--- src/rtl/uart_fifo_tx.sv ---
// uart_fifo_tx: byte-wide transmit FIFO feeding an 8-bit UART serializer.
// Frames are start(0), 8 data bits LSB first, optional parity, STOP_BITS stop(1).
// Ports:
//   clk           system clock, rising-edge
//   n_rst         asynchronous active-low reset
//   uart_in       byte to queue, taken when uart_in_valid && tx_ready
//   uart_in_valid write strobe
//   tx_ready      FIFO has room (from registered occupancy)
//   TxD           serial line, idle high, flop-driven
//   tx_busy       a frame is being shifted out
//   fifo_count    bytes waiting in the FIFO, not counting the one on the line
module uart_fifo_tx #(
  parameter int unsigned CLK_FREQ   = 50_000_000,
  parameter int unsigned BAUD_RATE  = 115_200,
  parameter int unsigned FIFO_DEPTH = 8,
  parameter bit          PARITY_EN  = 1'b0,
  parameter bit          PARITY_ODD = 1'b0,
  parameter int unsigned STOP_BITS  = 1
) (
  input  logic                          clk,
  input  logic                          n_rst,
  input  logic [7:0]                    uart_in,
  input  logic                          uart_in_valid,
  output logic                          tx_ready,
  output logic                          TxD,
  output logic                          tx_busy,
  output logic [$clog2(FIFO_DEPTH):0]   fifo_count
);

  localparam int unsigned DIV    = CLK_FREQ / BAUD_RATE;
  localparam int unsigned BAUD_W = (DIV > 1) ? $clog2(DIV) : 1;
  localparam int unsigned PTR_W  = $clog2(FIFO_DEPTH);
  localparam int unsigned CNT_W  = PTR_W + 1;

  typedef enum logic [2:0] {
    S_IDLE, S_START, S_DATA, S_PARITY, S_STOP
  } state_e;

  state_e             state_q, state_d;
  logic [BAUD_W-1:0]  baud_q, baud_d;
  logic [2:0]         bit_idx_q, bit_idx_d;
  logic               stop_q, stop_d;
  logic [7:0]         data_q, data_d;
  logic [PTR_W-1:0]   wr_ptr_q, wr_ptr_d, rd_ptr_q, rd_ptr_d;
  logic [CNT_W-1:0]   count_q, count_d;
  logic               txd_q, txd_d;
  logic               busy_q, busy_d;
  logic               ready_q, ready_d;
  logic [7:0]         mem_q [FIFO_DEPTH];

  logic               push_c, pop_c, bit_done_c, fifo_nempty_c;

  // ready_q always equals (count_q < FIFO_DEPTH), so writes never bypass a full FIFO
  assign push_c        = uart_in_valid && ready_q;
  assign bit_done_c    = (baud_q == BAUD_W'(DIV - 1));
  assign fifo_nempty_c = (count_q != '0);

  // Storage array; pointers carry the reset, contents do not need one
  always_ff @(posedge clk) begin
    if (push_c) mem_q[wr_ptr_q] <= uart_in;
  end

  // State and datapath registers
  always_ff @(posedge clk or negedge n_rst) begin
    if (!n_rst) begin
      state_q   <= S_IDLE;
      baud_q    <= '0;
      bit_idx_q <= '0;
      stop_q    <= 1'b0;
      data_q    <= '0;
      wr_ptr_q  <= '0;
      rd_ptr_q  <= '0;
      count_q   <= '0;
      txd_q     <= 1'b1;
      busy_q    <= 1'b0;
      ready_q   <= 1'b1;
    end else begin
      state_q   <= state_d;
      baud_q    <= baud_d;
      bit_idx_q <= bit_idx_d;
      stop_q    <= stop_d;
      data_q    <= data_d;
      wr_ptr_q  <= wr_ptr_d;
      rd_ptr_q  <= rd_ptr_d;
      count_q   <= count_d;
      txd_q     <= txd_d;
      busy_q    <= busy_d;
      ready_q   <= ready_d;
    end
  end

  // Next-state, pop decision and next line level
  always_comb begin
    state_d   = state_q;
    baud_d    = baud_q;
    bit_idx_d = bit_idx_q;
    stop_d    = stop_q;
    data_d    = data_q;
    rd_ptr_d  = rd_ptr_q;
    wr_ptr_d  = wr_ptr_q;
    count_d   = count_q;
    pop_c     = 1'b0;
    txd_d     = 1'b1;

    if (state_q != S_IDLE) begin
      baud_d = bit_done_c ? '0 : baud_q + 1'b1;
    end

    case (state_q)
      S_IDLE: begin
        if (fifo_nempty_c) begin
          pop_c   = 1'b1;
          state_d = S_START;
        end
      end
      S_START: begin
        if (bit_done_c) begin
          state_d   = S_DATA;
          bit_idx_d = '0;
        end
      end
      S_DATA: begin
        if (bit_done_c) begin
          bit_idx_d = bit_idx_q + 1'b1;
          if (bit_idx_q == 3'd7) begin
            state_d = PARITY_EN ? S_PARITY : S_STOP;
            stop_d  = 1'b0;
          end
        end
      end
      S_PARITY: begin
        if (bit_done_c) begin
          state_d = S_STOP;
          stop_d  = 1'b0;
        end
      end
      S_STOP: begin
        if (bit_done_c) begin
          if (stop_q == 1'(STOP_BITS - 1)) begin
            // back-to-back frames: reload straight into START when data waits
            if (fifo_nempty_c) begin
              pop_c   = 1'b1;
              state_d = S_START;
            end else begin
              state_d = S_IDLE;
            end
          end else begin
            stop_d = 1'b1;
          end
        end
      end
      default: state_d = S_IDLE;
    endcase

    if (pop_c) begin
      data_d   = mem_q[rd_ptr_q];
      rd_ptr_d = rd_ptr_q + 1'b1;
      baud_d   = '0;
    end
    if (push_c) wr_ptr_d = wr_ptr_q + 1'b1;

    case ({push_c, pop_c})
      2'b10:   count_d = count_q + 1'b1;
      2'b01:   count_d = count_q - 1'b1;
      default: count_d = count_q;
    endcase

    // Line level is computed for the upcoming state so TxD changes on the same edge
    case (state_d)
      S_START:  txd_d = 1'b0;
      S_DATA:   txd_d = data_d[bit_idx_d];
      S_PARITY: txd_d = (^data_d) ^ PARITY_ODD;
      default:  txd_d = 1'b1;
    endcase
  end

  assign busy_d  = (state_d != S_IDLE);
  assign ready_d = (count_d < CNT_W'(FIFO_DEPTH));

  assign TxD        = txd_q;
  assign tx_busy    = busy_q;
  assign tx_ready   = ready_q;
  assign fifo_count = count_q;

endmodule

--- config.mk ---
export PLATFORM = sky130hd
export DESIGN_NAME = uart_fifo_tx
export DESIGN_NICKNAME = d
export VERILOG_FILES = /design/src/rtl/uart_fifo_tx.sv
export SDC_FILE = /design/constraint.sdc
export NUM_CORES = 1
export LEC_CHECK = 0
export BUFFER_PORTS_ARGS = -buffer_cell sky130_fd_sc_hd__buf_2
export CAP_MARGIN = 30
export CELL_PAD_IN_SITES_DETAIL_PLACEMENT = 1
export CELL_PAD_IN_SITES_GLOBAL_PLACEMENT = 2
export CORE_AREA = 2 2 99 101
export DETAILED_ROUTE_END_ITERATION = 7
export DIE_AREA = 0 0 101 103
export PLACE_DENSITY = 0.86
export SYNTH_ARGS = -nofsm -noshare
export SYNTH_HDL_FRONTEND = slang
export SYNTH_SLANG_ARGS = --single-unit
--- constraint.sdc ---
create_clock -name clk -period 7.08 [get_ports clk]
set_input_delay 0.354 -clock clk [delete_from_list [all_inputs] [get_ports clk]]
set_output_delay 0.354 -clock clk [all_outputs]
set_load 0.01 [all_outputs]
==> results of run 1 <==
-- kinds of logic after synthesis --
kind of cell,synth area share
compound gates,0.0462
simple gates,0.0680
xor+xnor,0.0382
mux,0.144
fa+ha+maj,0.0316
flops,0.648
buf+inv,0.0238
-- worst max-delay path by stage --
| stage | start | slack (ns) | endpoint | cells after the start |
|---|---|---|---|---|
| floorplan | baud_q[3]$_DFFE_PN0P_ | 3.87 | tx_ready$_DFF_PN1_ | 12 |
| global placement | baud_q[3]$_DFFE_PN0P_ | 3.43 | tx_ready$_DFF_PN1_ | 10 |
| detailed placement | baud_q[3]$_DFFE_PN0P_ | 3.34 | tx_ready$_DFF_PN1_ | 10 |
| CTS | baud_q[3]$_DFFE_PN0P_ | 3.33 | tx_ready$_DFF_PN1_ | 10 |
| global route | baud_q[3]$_DFFE_PN0P_ | 3.04 | tx_ready$_DFF_PN1_ | 10 |
| finish | baud_q[3]$_DFFE_PN0P_ | 3.38 | tx_ready$_DFF_PN1_ | 10 |
-- final cells by class --
cell class,count,area [sq um],share of cell area
Inverter,11,41.3,0.00864
Tap cell,114,143,0.0299
Sequential cell,100,2830,0.591
Multi-Input combinational cell,162,1440,0.301
Timing Repair Buffer,18,113,0.0236
Clock inverter,7,93.8,0.0196
Clock buffer,9,124,0.0259
-- synthesized netlist by cell type, drive strengths merged, types with 4 or more instances --
cell | instances | share of area
edfxtp | 64 | 0.44
a21oi | 6 | 0.0095
nor3 | 4 | 0.0046
nor2 | 18 | 0.016
or3 | 6 | 0.0086
nand3 | 7 | 0.0080
inv | 11 | 0.0095
xnor2 | 12 | 0.024
mux4 | 16 | 0.083
nand2 | 16 | 0.014
o21ai | 9 | 0.010
mux2i | 12 | 0.028
dfrtp | 34 | 0.20
ha | 11 | 0.032
mux2 | 13 | 0.034
xor2 | 7 | 0.014
clkbuf | 7 | 0.0060
buf | 5 | 0.0083
-- stage by stage --
step                      power [W]  area (sq um)  utilization
after floorplan             0.00131          4360            -
after global placement      0.00144          4530        0.479
after detailed placement    0.00147          4530        0.479
after CTS                   0.00185          4750        0.502
after global routing        0.00197          4780        0.505
final                       0.00184          4780        0.505
-- power groups by stage --
stage                     Clock, W  Combinational (W)  Sequential (W)
final                     0.000382           0.000592        0.000870
after global routing      0.000420           0.000661        0.000892
after CTS                 0.000393           0.000571        0.000889
after detailed placement         0           0.000568        0.000900
after global placement           0           0.000551        0.000891
after floorplan                  0           0.000489        0.000822
-- state kept, by name, summed over array words and instances (netlist names), named ones only --
| name | flops |
|---|---|
| bit_idx_q | 3 |
| rd_ptr_q | 3 |
| mem_q | 64 |
| baud_q | 9 |
| TxD | 1 |
| fifo_count | 3 |
| tx_busy | 1 |
| wr_ptr_q | 3 |
| tx_ready | 1 |
| state_q | 3 |
| data_q | 8 |
-- layer usage --
layer	up-vias	track usage
met5	-	0
met4	0	0.0499
met3	10	0.0454
met2	29	0.294
met1	1208	0.223
li1	1097	-
==> out/qor.txt, run 1 <==
Setup TNS - 0 ns
Post-synth ARST share - 0.360
Layout fillers - 925
DIE WIDTH - 101 um
Routed WL - 8130 um
EDFF count, synth - 64
TritonRoute pass-1 iters - 4
max layer used - met4
Antenna diodes - 0
NumNets Final - 324
Leak - 1.77 nW
R2R Path End - tx_ready$_DFF_PN1_
Comb power frac - 0.321
area grow syn2layout - 9.65%
clock group share of total power - 0.207
sw frac - 0.343
DR vias/cell - 5.57
Setup-failing EPs final - 0
Yosys warning total - 0
reg2reg path depth - 10
Synth Instances - 285
worst min path class - input pin to async pin
CP Launch Type - flop
Post-Syn Area - 4360 sq um
Post-CTS Hold Fix Bufs - 0
RSZ-0062 raised after global routing - no
setup bufs post-CTS - 0
switching power - 0.000632 W
Netlist cell types - 42
Post-Syn Nets - 307
met2 WL post-DR - 4230 um
ANT nets after route - 0
num rows - 36
fin cells - 421
Max Cap Viol - 0
Worst Tran Pin Value - 0.933 ns
Fin Hold WS - 0.0697 ns
crit end category - flop
Worst slew margin - 0.376
Critical Path Fanout Max - 14
fin crit period - 3.70 ns
CTS tree - yes
largest net degree at the start of global routing - 37
Routed wire per std cell - 19.3 um
core area - 9460 sq um
Inst Count DP - 404
Inserted Clock Buffers - 9
Slew Limit Fails - 0
most frequent cells in the layout - edfxtp_1, dfrtp_1, nor2_1, buf_2
pre-CTS setup slack - 3.34 ns
status - finished, final reports clean
CTS-repair resized insts - 0
most common cell after layout, fill and taps aside - edfxtp_1
initial antenna violation count - 0
Int Power - 0.00121 W
CP required - 7.39 ns
clk_lat worst skew - 0.38 ns
Via Count - 2344
WS Path Type - flop to flop
GRT Util Overall - 0.174
IO buf count - 17
CTS Sinks - 100
post-DP HPWL - 5420 um
die height - 103 um
crit path cell chain - or4b_1 -> or3_1 -> a21oi_4 -> ha_1 -> ha_1 -> a31o_2 -> a221oi_1 -> o21ai_0 -> xnor2_1 -> inv_1
Metal-1 WL - 3620 um
syn_area_per_cell - 15.3 sq um
#FFs+latches synth - 100
r2r startpoint - baud_q[3]$_DFFE_PN0P_
DR WL met3 - 184 um
Max Fclk - 270 MHz
CP top delay family - compound AO/OA/AOI/OAI gates
die footprint - 10400 sq um
DRT iter0 DRCs - 82
fraction of layout cells with a size suffix above 1 - 0.235
maximum VDD drop - 0.175 mV
Top FF cell, synth - edfxtp_1
gpl congestion - 0.726
max incr delay on CP - 0.60 ns
H-tree depth - 3
CTS Root Cell - clkbuf_8
Overflow after GRT - 0
DRC Markers - 0
Crit path top cell by count - ha_1
CTS clock-pin slew for the worst setup and hold paths - 0.12 ns
reg2reg setup slack - 3.38 ns
Slowest cell on crit path - or3_1
sequential fraction of the synthesis area - 0.648
first-pass GRT wire length - 13200 um
vias in the first global route - 2514
Arrival @ worst endpoint - 4.01 ns
Tcrit/Tclk final - 0.523
CP Buf/Inv Count - 1
PD cells - 386 nW/um^2
final setup margin - 3.38 ns
register share of total power - 0.472
Initial Utilization - 0.461
num ports - 18
clk buf depth - 2
Worst Clk Skew - 0.0188 ns
final hold violation count - 0
Note: power is estimated with default switching activity, not from simulation.
==> run 2: changes to the inputs <==
--- a/config.mk
+++ b/config.mk
@@ -9,10 +9,10 @@
 export CAP_MARGIN = 30
 export CELL_PAD_IN_SITES_DETAIL_PLACEMENT = 1
 export CELL_PAD_IN_SITES_GLOBAL_PLACEMENT = 2
-export CORE_AREA = 2 2 99 101
+export CORE_AREA = 2 2 102 104
 export DETAILED_ROUTE_END_ITERATION = 7
-export DIE_AREA = 0 0 101 103
-export PLACE_DENSITY = 0.86
+export DIE_AREA = 0 0 104 106
+export PLACE_DENSITY = 0.82
 export SYNTH_ARGS = -nofsm -noshare
 export SYNTH_HDL_FRONTEND = slang
 export SYNTH_SLANG_ARGS = --single-unit
==> constraint.sdc (replaced) <==
create_clock -name clk -period 3.8 [get_ports clk]
set_input_delay 0.19 -clock clk [delete_from_list [all_inputs] [get_ports clk]]
set_output_delay 0.19 -clock clk [all_outputs]
set_load 0.01 [all_outputs]
==> run 2 against run 1 <==
Global-route usage is 1.4 points lower; combinational power increased by 89%; power increased by 87%; core utilization is 2.4 points lower; sequential power is 82% higher.
==> out/qor.txt, run 2 (same netlist as run 1, synthesis figures left out) <==
Max Cap Viol - 0
fraction of layout cells with a size suffix above 1 - 0.239
CP Launch Type - flop
Metal-1 WL - 3610 um
biggest regs - mem_q: 64 flops, baud_q: 9 flops, data_q: 8 flops
fin crit period - 3.39 ns
Layout fillers - 996
Routed WL - 7970 um
reg2reg setup slack - 0.41 ns
TritonRoute pass-1 iters - 4
WS Path Type - flop to flop
RSZ-0062 raised after global routing - no
PD cells - 716 nW/um^2
Reg with most FFs - mem_q
Leak - 1.78 nW
DR vias/cell - 5.15
num ports - 18
Slew Limit Fails - 0
Overflow after GRT - 0
initial antenna violation count - 0
area grow syn2layout - 10.5%
dpl cell area - 4580 sq um
Layout Utilization - 0.481
die height - 106 um
DR WL met3 - 148 um
Inst Count DP - 429
worst min path class - input pin to flop
Initial Utilization - 0.436
clk buf depth - 2
Antenna diodes - 0
post-DP HPWL - 5350 um
gpl congestion - 0.751
CTS Root Cell - clkbuf_8
crit end category - flop
CTS clock-pin slew for the worst setup and hold paths - 0.11 ns
DRC Markers - 0
Routed wire per std cell - 17.9 um
Critical Path Fanout Max - 13
DIE WIDTH - 104 um
CTS Sinks - 100
H-tree depth - 3
max layer used - met4
most frequent cells in the layout - edfxtp_1, dfrtp_1, nor2_1, buf_2
vias in the first global route - 2516
final hold violation count - 0
IO buf count - 17
Worst slew margin - 0.354
ANT nets after route - 0
met2 WL post-DR - 4100 um
design area - 4810 sq um
Via Count - 2295
largest net degree at the start of global routing - 37
most common cell after layout, fill and taps aside - edfxtp_1
maximum VDD drop - 0.287 mV
Arrival @ worst endpoint - 3.69 ns
die footprint - 11000 sq um
clk_lat worst skew - 0.37 ns
num rows - 37
Max Fclk - 295 MHz
Inserted Clock Buffers - 9
max FFs per register - 64
core area - 10000 sq um
fin cells - 446
DRT iter0 DRCs - 82
Setup TNS - 0 ns
CTS tree - yes
Setup-failing EPs final - 0
reg2reg path depth - 10
Tcrit/Tclk final - 0.891
Cells on Worst Hold Path - 1
CP required - 4.10 ns
GRT Util Overall - 0.159
status - finished, final reports clean
Worst Clk Skew - 0.0160 ns
NumNets Final - 327
first-pass GRT wire length - 13300 um
Worst Tran Pin Value - 0.966 ns
[run 2: path summary, 6_finish.rpt]
check,from,endpoint
worst max-delay path,baud_q[3]$_DFFE_PN0P_,tx_ready$_DFF_PN1_
worst min-delay path,uart_in[5],mem_q[4][5]$_DFFE_PP_
worst max register to register,baud_q[3]$_DFFE_PN0P_,tx_ready$_DFF_PN1_
worst min register to register,data_q[6]$_DFF_PN0_,data_q[6]$_DFF_PN0_
max in group asynchronous,n_rst,data_q[7]$_DFF_PN0_
min in group asynchronous,n_rst,baud_q[5]$_DFFE_PN0P_
[run 2: layout make-up]
type                    instances  area [sq um]  area share
flip-flops and latches        100          2830       0.587
multi-input cells             162          1440       0.299
well taps                     136           170      0.0353
clock buffers                   9           124      0.0257
repair buffers                 21           118      0.0244
clock inverters                 7          97.6      0.0203
inverters                      11          41.3     0.00858
[run 2: stage by stage]
stage               hold WS, ns  power [W]  setup WS (ns)
finish                   0.0810    0.00345          0.414
floorplan                -0.106    0.00244          0.593
detailed placement        0.343    0.00275          0.449
CTS                      0.0613    0.00351          0.407
global route             0.0794    0.00369          0.187
global placement          0.340    0.00271          0.533
[run 2: routing by layer]
| metal | vias up | global-route usage |
|---|---|---|
| met1 | 1166 | 0.202 |
| li1 | 1099 | - |
| met3 | 8 | 0.0282 |
| met5 | - | 0 |
| met2 | 22 | 0.280 |
| met4 | 0 | 0.0521 |
[run 2: what timing repair did]
item,CTS,global route
hold buffers,1,0
resized for setup,0,0
endpoints found under the hold margin,34,0
buffers inserted,0,0
[run 2: worst max-delay path: stages, from the launching register on]
cell	delay, ns
dfrtp_1	0.46
or4b_1	0.51
or3_1	0.61
a21oi_4	0.24
ha_1	0.26
ha_1	0.31
a31o_2	0.24
a221oi_1	0.26
o21ai_0	0.15
xnor2_1	0.22
inv_1	0.07
[run 2: power breakdown]
group / switching [W] / total [W] / internal [W]
clock network: 0.000414 / 0.000741 / 0.000328
registers: 0.000186 / 0.00158 / 0.00140
logic: 0.000548 / 0.00112 / 0.000576
total: 0.00115 / 0.00345 / 0.00230
==> run 3: changes to the inputs <==
==> config.mk (replaced) <==
export PLATFORM = sky130hd
export DESIGN_NAME = uart_fifo_tx
export DESIGN_NICKNAME = d
export VERILOG_FILES = /design/src/rtl/uart_fifo_tx.sv
export SDC_FILE = /design/constraint.sdc
export NUM_CORES = 1
export LEC_CHECK = 0
export ABC_AREA = 1
export BUFFER_PORTS_ARGS = -buffer_cell sky130_fd_sc_hd__buf_2
export CAP_MARGIN = 30
export CELL_PAD_IN_SITES_DETAIL_PLACEMENT = 1
export CELL_PAD_IN_SITES_GLOBAL_PLACEMENT = 2
export CORE_AREA = 2 2 113 115
export DETAILED_ROUTE_END_ITERATION = 7
export DIE_AREA = 0 0 115 117
export PLACE_DENSITY = 0.83
export REMOVE_ABC_BUFFERS = 1
export SETUP_SLACK_MARGIN = 0.1
export SYNTH_ARGS = -nofsm -noshare
export SYNTH_HDL_FRONTEND = slang
export SYNTH_SLANG_ARGS = --single-unit
==> run 3 against run 2 <==
Design area is 10% higher; non-clock buffer count decreased by 1; setup slack improved by 0.72 ns; largest power group unchanged; flip-flop and latch count unchanged; sequential share of layout area is 5.6 points lower; critical path depth up 4; synthesized cell count is 74% higher; first-iteration DRC count increased by 77%; clock power increased by 35%.
==> out/qor.txt, run 3 <==
Multi-input gate area - 1700 sq um
DRC Markers - 0
Crit path top cell by count - ha_1
synth cell count leaders - nand2_1, edfxtp_1, nand3_1
reg2reg path depth - 14
gpl congestion - 0.767
largest net degree at the start of global routing - 37
Arrival @ worst endpoint - 2.91 ns
CP required - 4.05 ns
Slew Limit Fails - 0
fin crit period - 2.67 ns
crit path cell chain - inv_1 -> ha_1 -> nand2_1 -> nor2_2 -> nand2_4 -> a21oi_4 -> ha_1 -> ha_1 -> nand3_1 -> nand3b_1 -> a21oi_1 -> o21ai_0 -> xor2_1 -> inv_1
DR vias/cell - 5.14
met3 Resource Use GR - 0.0371
final hold violation count - 0
die height - 117 um
#FFs+latches synth - 100
NumNets Final - 536
dpl cell area - 4990 sq um
Worst slew margin - 0.371
Via Count - 3434
Critical Path Fanout Max - 11
Post-synth ARST share - 0.360
Worst Clk Skew - 0.00828 ns
grt peak-use layer - met2
xor/xnor share of the synthesized area - 0.0147
num ports - 18
leading area contributor after synthesis - edfxtp_1
clk buf depth - 2
share of the synthesized area in the top cell type - 0.402
Setup TNS - 0 ns
largest family of logic cells by synthesized area - simple AND/OR/NAND/NOR gates
Max Cap Viol - 0
mux contribution to synthesized area - 0
Routed WL - 10900 um
design area - 5320 sq um
Routed wire per std cell - 16.3 um
Simple-Gate Fraction of Synth Area - 0.259
maximum VDD drop - 0.324 mV
clk_lat worst skew - 0.36 ns
biggest regs - mem_q: 64 flops, baud_q: 9 flops, data_q: 8 flops
die footprint - 13500 sq um
Layout Utilization - 0.432
worst min path class - input pin to flop
PD cells - 750 nW/um^2
sequential fraction of the synthesis area - 0.591
Inserted Clock Buffers - 9
Layout fillers - 1418
Synth Instances - 495
crit end category - flop
fraction of layout cells with a size suffix above 1 - 0.135
GR Util met2 - 0.301
Netlist cell types - 37
CTS Sinks - 100
core area - 12300 sq um
Post-Syn Area - 4780 sq um
status - finished, final reports clean
critical path depth - 14
CP Buf/Inv Count - 2
initial antenna violation count - 0
post-DP HPWL - 7450 um
Setup-failing EPs final - 0
num rows - 41
TritonRoute pass-1 iters - 4
post-synthesis adder-cell area fraction - 0.0288
Leak - 2.26 nW
vias in the first global route - 3498
CP Launch Type - flop
final setup margin - 1.13 ns
syn_area_per_cell - 9.66 sq um
Max Fclk - 375 MHz
IO buf count - 17
ANT nets after route - 0
Initial Utilization - 0.388
Compound-Gate Fraction of Synth Area - 0.0534
Worst Tran Pin Value - 0.940 ns
Overflow after GRT - 0
most common cell after layout, fill and taps aside - nand2_1
CTS-repair resized insts - 0
DIE WIDTH - 115 um
Yosys warning total - 0
Cells on Worst Hold Path - 1
most frequent cells in the layout - nand2_1, edfxtp_1, nand3_1, inv_1, dfrtp_1
Antenna diodes - 0
WS Path Type - flop to flop
GRT Util Overall - 0.177
setup bufs post-CTS - 0
CTS tree - yes
CTS Root Cell - clkbuf_16
Inst Count DP - 652
Reg with most FFs - mem_q
Tcrit/Tclk final - 0.702
CP top delay family - adder cells
register area - 2830 sq um
max incr delay on CP - 0.42 ns
DRT iter0 DRCs - 145
top-count cell post-synth - nand2_1
pre-CTS setup slack - 1.12 ns
met1 Use GR - 0.222
Top FF cell, synth - edfxtp_1
max FFs per register - 64
CTS clock-pin slew for the worst setup and hold paths - 0.07 ns
RSZ-0062 raised after global routing - no
fin cells - 668
Area contributors post-synth - edfxtp_1, dfrtp_1, nand2_1
EDFF count, synth - 64
Slowest cell on crit path - dfrtp_1
H-tree depth - 3
first-pass GRT wire length - 18000 um
area grow syn2layout - 11.2%
-- run 3: final cells by class --
cell class,instances,area share
flip-flops and latches,100,0.531
inverters,46,0.0325
clock inverters,6,0.0181
clock buffers,9,0.0424
multi-input cells,337,0.320
repair buffers,20,0.0207
well taps,150,0.0353
-- run 3: metrics by stage --
stage	hold slack (ns)	power, W
2_1_floorplan	-0.106	0.00256
3_3_place_gp	0.356	0.00296
3_5_place_dp	0.369	0.00303
4_1_cts	0.0937	0.00405
5_1_grt	0.109	0.00430
6_report	0.108	0.00399
-- run 3: worst reg2reg max path: cells and delay by family, from the launching register on --
family | cells | cell delay [ns]
compound gates | 3 | 0.56
xor+xnor | 1 | 0.19
fa+ha+maj | 3 | 0.74
buf+inv | 2 | 0.13
flops | 1 | 0.42
simple gates | 5 | 0.52
-- run 3: kinds of logic after synthesis --
group | Yosys count
adder cells (fa/ha/maj) | 11
flip-flops | 100
XOR/XNOR | 8
AND/OR/NAND/NOR | 283
AO/OA/AOI/OAI | 35
buffers and inverters | 58
-- run 3: final timing paths --
kind | start | to | slack, ns
min | uart_in[4] | mem_q[1][4]$_DFFE_PP_ | 0.11
max | baud_q[1]$_DFFE_PN0P_ | flop | 1.13
min reg2reg | flop | tx_ready$_DFF_PN1_ | 0.49
min in group asynchronous | n_rst | rd_ptr_q[0]$_DFFE_PN0N_ | 0.49
max reg2reg | baud_q[1]$_DFFE_PN0P_ | flop | 1.13
max in group asynchronous | n_rst | wr_ptr_q[1]$_DFFE_PN0P_ | 2.76
-- run 3: what timing repair did --
action	CTS	global route
hold buffers	1	0
setup endpoints to repair	0	0
endpoints found under the hold margin	34	0
-- run 3: routing by layer --
metal	wire length (um)	vias to the layer above
met1	4930	1703
met5	0	-
met3	251	15
met2	5480	36
li1	-	1680
met4	218	0
-- run 3: report_power, final --
| group | internal (W) | switching [W] | leakage [nW] |
|---|---|---|---|
| Combinational | 0.000462 | 0.000998 | 1.09 |
| Sequential | 0.00138 | 0.000139 | 1.02 |
| Clock | 0.000582 | 0.000423 | 0.154 |
